**src/rtl/axi4_dma_read_stream.sv**
```systemverilog
// AXI4 read-master DMA: fetches a contiguous block of beats in 4 KB-safe INCR bursts
// and forwards the read data unbuffered as an AXI4-Stream.
module axi4_dma_read_stream #(
    parameter int                      AXI_ID_WIDTH    = 6,
    parameter int                      AXI_ADDR_WIDTH  = 49,
    parameter int                      AXI_DATA_SIZE   = 4,
    parameter int                      AXI_DATA_WIDTH  = 8 << AXI_DATA_SIZE,
    parameter int                      AXI_LEN_WIDTH   = 8,
    parameter int                      LEN_WIDTH       = 32,
    parameter int                      MAX_BURST       = 16,
    parameter int                      MAX_OUTSTANDING = 4,
    parameter logic [AXI_ID_WIDTH-1:0] ARID            = '0
) (
    input  logic                      clk,
    input  logic                      reset,
    input  logic                      start,
    input  logic [AXI_ADDR_WIDTH-1:0] start_addr,
    input  logic [LEN_WIDTH-1:0]      start_len,
    output logic                      busy,
    output logic                      done,
    output logic                      err,
    output logic [AXI_ID_WIDTH-1:0]   m_axi4_arid,
    output logic [AXI_ADDR_WIDTH-1:0] m_axi4_araddr,
    output logic [AXI_LEN_WIDTH-1:0]  m_axi4_arlen,
    output logic [2:0]                m_axi4_arsize,
    output logic [1:0]                m_axi4_arburst,
    output logic                      m_axi4_arlock,
    output logic [3:0]                m_axi4_arcache,
    output logic [2:0]                m_axi4_arprot,
    output logic [3:0]                m_axi4_arqos,
    output logic                      m_axi4_aruser,
    output logic                      m_axi4_arvalid,
    input  logic                      m_axi4_arready,
    input  logic [AXI_ID_WIDTH-1:0]   m_axi4_rid,
    input  logic [AXI_DATA_WIDTH-1:0] m_axi4_rdata,
    input  logic [1:0]                m_axi4_rresp,
    input  logic                      m_axi4_rlast,
    input  logic                      m_axi4_rvalid,
    output logic                      m_axi4_rready,
    output logic [AXI_DATA_WIDTH-1:0] m_axis_tdata,
    output logic                      m_axis_tlast,
    output logic                      m_axis_tvalid,
    input  logic                      m_axis_tready
);
    localparam int OUT_W = $clog2(MAX_OUTSTANDING + 1);

    typedef enum logic [1:0] {IDLE, ISSUE, WAIT} state_t;

    state_t                    state;
    logic [AXI_ADDR_WIDTH-1:0] cur_addr;
    logic [LEN_WIDTH-1:0]      ar_remaining;
    logic [LEN_WIDTH-1:0]      rx_remaining;
    logic [LEN_WIDTH-1:0]      burst_beats;
    logic [LEN_WIDTH-1:0]      next_beats;
    logic [OUT_W-1:0]          outstanding;
    logic                      ar_fire;
    logic                      r_fire;
    logic                      r_last_fire;
    logic                      unused_sig;

    // Largest burst that fits the remaining length, the burst cap and the current 4 KB page.
    function automatic logic [LEN_WIDTH-1:0] burst_len(input logic [LEN_WIDTH-1:0] remaining,
                                                       input logic [11:0]          page_off);
        logic [LEN_WIDTH-1:0] page_beats;
        logic [LEN_WIDTH-1:0] beats;
        page_beats = LEN_WIDTH'((13'h1000 - {1'b0, page_off}) >> AXI_DATA_SIZE);
        beats      = remaining;
        if (beats > LEN_WIDTH'(MAX_BURST)) beats = LEN_WIDTH'(MAX_BURST);
        if (beats > page_beats) beats = page_beats;
        return beats;
    endfunction

    assign next_beats  = burst_len(ar_remaining, cur_addr[11:0]);
    assign ar_fire     = m_axi4_arvalid & m_axi4_arready;
    assign r_fire      = m_axi4_rvalid & m_axi4_rready;
    assign r_last_fire = r_fire & m_axi4_rlast;
    assign unused_sig  = ^{m_axi4_rid, start_addr[AXI_DATA_SIZE-1:0]};

    assign m_axi4_arid    = ARID;
    assign m_axi4_arsize  = 3'(AXI_DATA_SIZE);
    assign m_axi4_arburst = 2'b01;
    assign m_axi4_arlock  = 1'b0;
    assign m_axi4_arcache = 4'b0011;
    assign m_axi4_arprot  = 3'b000;
    assign m_axi4_arqos   = 4'b0000;
    assign m_axi4_aruser  = 1'b0;

    // Stream backpressure stalls the R channel directly; nothing is buffered.
    assign m_axis_tdata  = m_axi4_rdata;
    assign m_axis_tvalid = m_axi4_rvalid & busy;
    assign m_axi4_rready = m_axis_tready & busy;
    assign m_axis_tlast  = (rx_remaining == LEN_WIDTH'(1));

    always_ff @(posedge clk) begin
        if (reset) begin
            state          <= IDLE;
            busy           <= 1'b0;
            done           <= 1'b0;
            err            <= 1'b0;
            m_axi4_arvalid <= 1'b0;
            m_axi4_araddr  <= '0;
            m_axi4_arlen   <= '0;
            cur_addr       <= '0;
            ar_remaining   <= '0;
            rx_remaining   <= '0;
            burst_beats    <= '0;
            outstanding    <= '0;
        end else begin
            done <= 1'b0;
            if (r_fire) begin
                rx_remaining <= rx_remaining - LEN_WIDTH'(1);
                if (m_axi4_rresp != 2'b00) err <= 1'b1;
            end
            if (ar_fire && !r_last_fire) outstanding <= outstanding + OUT_W'(1);
            else if (!ar_fire && r_last_fire) outstanding <= outstanding - OUT_W'(1);

            case (state)
                IDLE: begin
                    if (start) begin
                        err <= 1'b0;
                        if (start_len != '0) begin
                            cur_addr     <= {start_addr[AXI_ADDR_WIDTH-1:AXI_DATA_SIZE],
                                             {AXI_DATA_SIZE{1'b0}}};
                            ar_remaining <= start_len;
                            rx_remaining <= start_len;
                            busy         <= 1'b1;
                            state        <= ISSUE;
                        end else begin
                            done <= 1'b1;
                        end
                    end
                end
                ISSUE: begin
                    // arvalid drops after every handshake, so at most one AR per two cycles.
                    if (ar_fire) begin
                        cur_addr       <= cur_addr + (AXI_ADDR_WIDTH'(burst_beats) << AXI_DATA_SIZE);
                        ar_remaining   <= ar_remaining - burst_beats;
                        m_axi4_arvalid <= 1'b0;
                        if (ar_remaining == burst_beats) state <= WAIT;
                    end else if (!m_axi4_arvalid && outstanding < OUT_W'(MAX_OUTSTANDING) &&
                                 ar_remaining != '0) begin
                        m_axi4_arvalid <= 1'b1;
                        m_axi4_araddr  <= cur_addr;
                        m_axi4_arlen   <= AXI_LEN_WIDTH'(next_beats - LEN_WIDTH'(1));
                        burst_beats    <= next_beats;
                    end
                end
                WAIT: begin
                    if (rx_remaining == '0 && outstanding == '0) begin
                        done  <= 1'b1;
                        busy  <= 1'b0;
                        state <= IDLE;
                    end
                end
                default: state <= IDLE;
            endcase
        end
    end
endmodule
```
**config.mk**
```make
export PLATFORM = sky130hd
export DESIGN_NAME = axi4_dma_read_stream
export DESIGN_NICKNAME = d
export VERILOG_FILES = /design/src/rtl/axi4_dma_read_stream.sv
export SDC_FILE = /design/constraint.sdc
export NUM_CORES = 1
export LEC_CHECK = 0
export CORE_MARGIN = 2
export CORE_UTILIZATION = 43
export DETAILED_ROUTE_END_ITERATION = 8
export PLACE_DENSITY = 0.77
export REMOVE_ABC_BUFFERS = 1
export SLEW_MARGIN = 15
export SYNTH_ARGS = -nofsm -noshare
export SYNTH_HDL_FRONTEND = slang
export SYNTH_SLANG_ARGS = --single-unit
```
**constraint.sdc**
```tcl
create_clock -name clk -period 4.1 [get_ports clk]
set_clock_uncertainty 0.05 [all_clocks]
set_input_delay 0.82 -clock clk [delete_from_list [all_inputs] [get_ports clk]]
set_output_delay 0.82 -clock clk [all_outputs]
set_load 0.05 [all_outputs]
```
==> out/qor.txt <==
R2R cell count: 16
post-route ant nets: 0
Fin. Hold Viols: 0
total CTS buffers: 24
vias per std cell: 6.00
drc violations: 0
fraction of layout cells with a size suffix above 1: 6.26%
Die Wd: 182 microns
Clk network pwr share: 38.2%
worst r2r src: cur_addr[6]
Arr. time, crit path: 4150 ps
Post-DP Area: 14500 sq um
Ports: 440
Slew Limit Headroom: 46.9%
Syn. warnings: 0
dpl hpwl: 48700 microns
CTS Hold Buffers Added: 0
placed cells: 2131
Hold Path Class: flop to flop
DP Worst Slack: 167 ps
clk root buf: clkbuf_16
delay-heaviest family, CP: simple AND/OR/NAND/NOR gates
status: finished clean
worst path cell trace: nor3_2 > nand2b_1 > or4b_2 > ha_1 > and3_1 > nand4_1 > o21ai_0 > a21oi_1 > buf_4 > nor2_1 > a21oi_1 > ha_2 > inv_1 > o31ai_1 > a221o_1 > a21oi_1
Crit path largest cell delay: 670 ps
met2 Usage GRT: 49.0%
Hold Path Sink: m_axi4_araddr[40]
min-delay src: m_axi4_araddr[40]
Gate power share: 27.6%
Max Fanout on Critical Path: 12
met1 Track Usage GR: 36.1%
Post-synth ARST share: 0%
Slew Viols, Final: 0
Clock Path Buffers: 3
Final setup viols: 0
r2r endpoint: m_axi4_arlen[6]
CTS tree: done
WL final: 59900 microns
most frequent cells in the layout: nand2_1 (225), dfxtp_1 (203), nor2_1 (150)
synthesized area per cell: 7.68 sq um
Fin Setup TNS: 0 ps
final net count: 2061
Hold Crit Depth: 2
type of origin of the critical path: flop
P_leak: 5.94 nW
crit path buf inv count: 2
layer with the highest usage: met2
Worst-path clk slew: 60 ps
largest net degree at the start of global routing: 81
sequential area share after synthesis: 29.8%
antenna violations before repair: 0
Finished Layout Cells: 2175
max-cap viol count: 0
Slowest-stage cell, CP: or4b_2
Worst path most repeated cell: a21oi_1
Cell variety after synth: 82
final worst setup slack: 291 ps
top_reg_cell synth: dfxtp_1
Levels on crit path: 16
M3 GR Usage: 28.8%
TritonRoute pass-1 iters: 5
commonest non-fill, non-tap cell in the layout: nand2_1
register share of total power: 34.2%
Congestion Overflow GR: 0
Core Area: 31400 sq um
die area: 33200 sq um
H-tree Lvls: 1
GPL Wtd Cong: 0.982
Sink Count: 203
global-route wire length before repair: 84100 microns
Worst Max-Slew Pin Slew: 795 ps
vias in the first global route: 11800
Layout area overhead: 13.2%
Diodes inserted: 0
synthesized flop and latch total: 203
Peak VDD IR: 267 uV
Initial Util: 43.5%
number of synthesized flops with an enable pin: 0
Port Buffers: 145
Total GRT Usage: 34.9%
P_sw: 0.00220 W
clock insertion delay at the later pin of the skew report: 540 ps
row count: 65
RSZ-0062 raised after global routing: no
Initial DRC Count: 1261
fin crit period: 3810 ps
die height: 182 microns
critical path endpoint category: flop
Final Cycle Share: 92.9%
CP Class: flop to flop
Int Pwr: 0.00443 W
PwrDens: 429 nW/um^2
Syn Inst Count: 1776
Fmax achieved: 263 MHz
via count: 13100
routed length per instance: 27.6 microns
WP data required: 4440 ps
setup slack, reg-to-reg: 290 ps
Final Cell Area: 15500 sq um
Cell Area, Synth: 13600 sq um
Switching Fraction: 33.1%
Yosys cell counts, types with 45 or more instances:
master    number  area share (%)
nand2_1      227             6.2
dfxtp_1      203              30
buf_4        156             8.6
nor2_1       151             4.2
a21oi_1      141             5.2
clkbuf_1      79             2.2
ha_1          79             7.2
nor3_1        69             2.5
a211oi_1      68             3.7
inv_1         65             1.8
o21ai_0       54             2.0
xnor2_1       45             2.9
sequential cells by signal, indices dropped and copies added (netlist names):
name	flops
outstanding	3
state	2
busy	1
done	1
burst_beats	32
cur_addr	45
m_axi4_arlen	8
m_axi4_araddr	45
err	1
rx_remaining	32
m_axi4_arvalid	1
ar_remaining	32
worst max path at each step:
stage	start	endpoint
2_1_floorplan	start_len[25]	cur_addr[42]
3_3_place_gp	ar_remaining[16]	m_axi4_arlen[6]
3_5_place_dp	ar_remaining[17]	m_axi4_arlen[6]
4_1_cts	ar_remaining[17]	m_axi4_arlen[6]
5_1_grt	cur_addr[6]	m_axi4_arlen[6]
6_report	cur_addr[6]	m_axi4_arlen[6]
cells by family (layout without fill, tap and decap cells):
logic type | count (synthesis) | count (layout) | share of synthesized area, %
xor+xnor | 76 | 76 | 4.88
simple gates | 625 | 625 | 21.3
mux | 11 | 11 | 0.853
buf+inv | 312 | 279 | 12.9
flops | 203 | 203 | 29.8
fa+ha+maj | 82 | 82 | 7.68
compound gates | 465 | 465 | 22.6
other cells | 2 | 32 | 0.0550
metrics by stage:
step / utilization, % / total power (W) / hold WS [ps]
floorplan: - / 0.00351 / 389
global placement: 46.2 / 0.00406 / 394
detailed placement: 46.2 / 0.00408 / 396
CTS: 49.1 / 0.00660 / 405
global route: 49.2 / 0.00690 / 423
finish: 49.2 / 0.00663 / 404
worst min-delay path: stages, from the launching register on:
cell and delay, ps:
dfxtp_1 310, nand2_1 50, a21oi_1 50
final cells by class:
class / count / area, sq um
well taps: 402 / 503
fillers: 2995 / 15900
multi-input cells: 1291 / 8020
inverters: 65 / 244
repair buffers: 170 / 1690
flip-flops and latches: 203 / 4060
clock buffers: 29 / 671
clock inverters: 15 / 265
routing by layer:
layer / part of all wire, % / up-vias
met1: 34 / 6033
li1: - / 6122
met4: 5.8 / 10
met3: 20 / 110
met2: 39 / 779
met5: 0.72 / -
timing repair:
item,CTS,global route
setup buffers,0,0
gates resized for setup,0,5
endpoints found under the setup margin,0,1
power groups by stage:
stage	Clock (W)	Combinational, W	Sequential [W]
after floorplan	0	0.00115	0.00236
after global placement	0	0.00177	0.00229
after detailed placement	0	0.00178	0.00230
after CTS	0.00255	0.00179	0.00226
after global routing	0.00263	0.00199	0.00228
final	0.00253	0.00183	0.00227
Note: power is estimated with default switching activity, not from simulation.
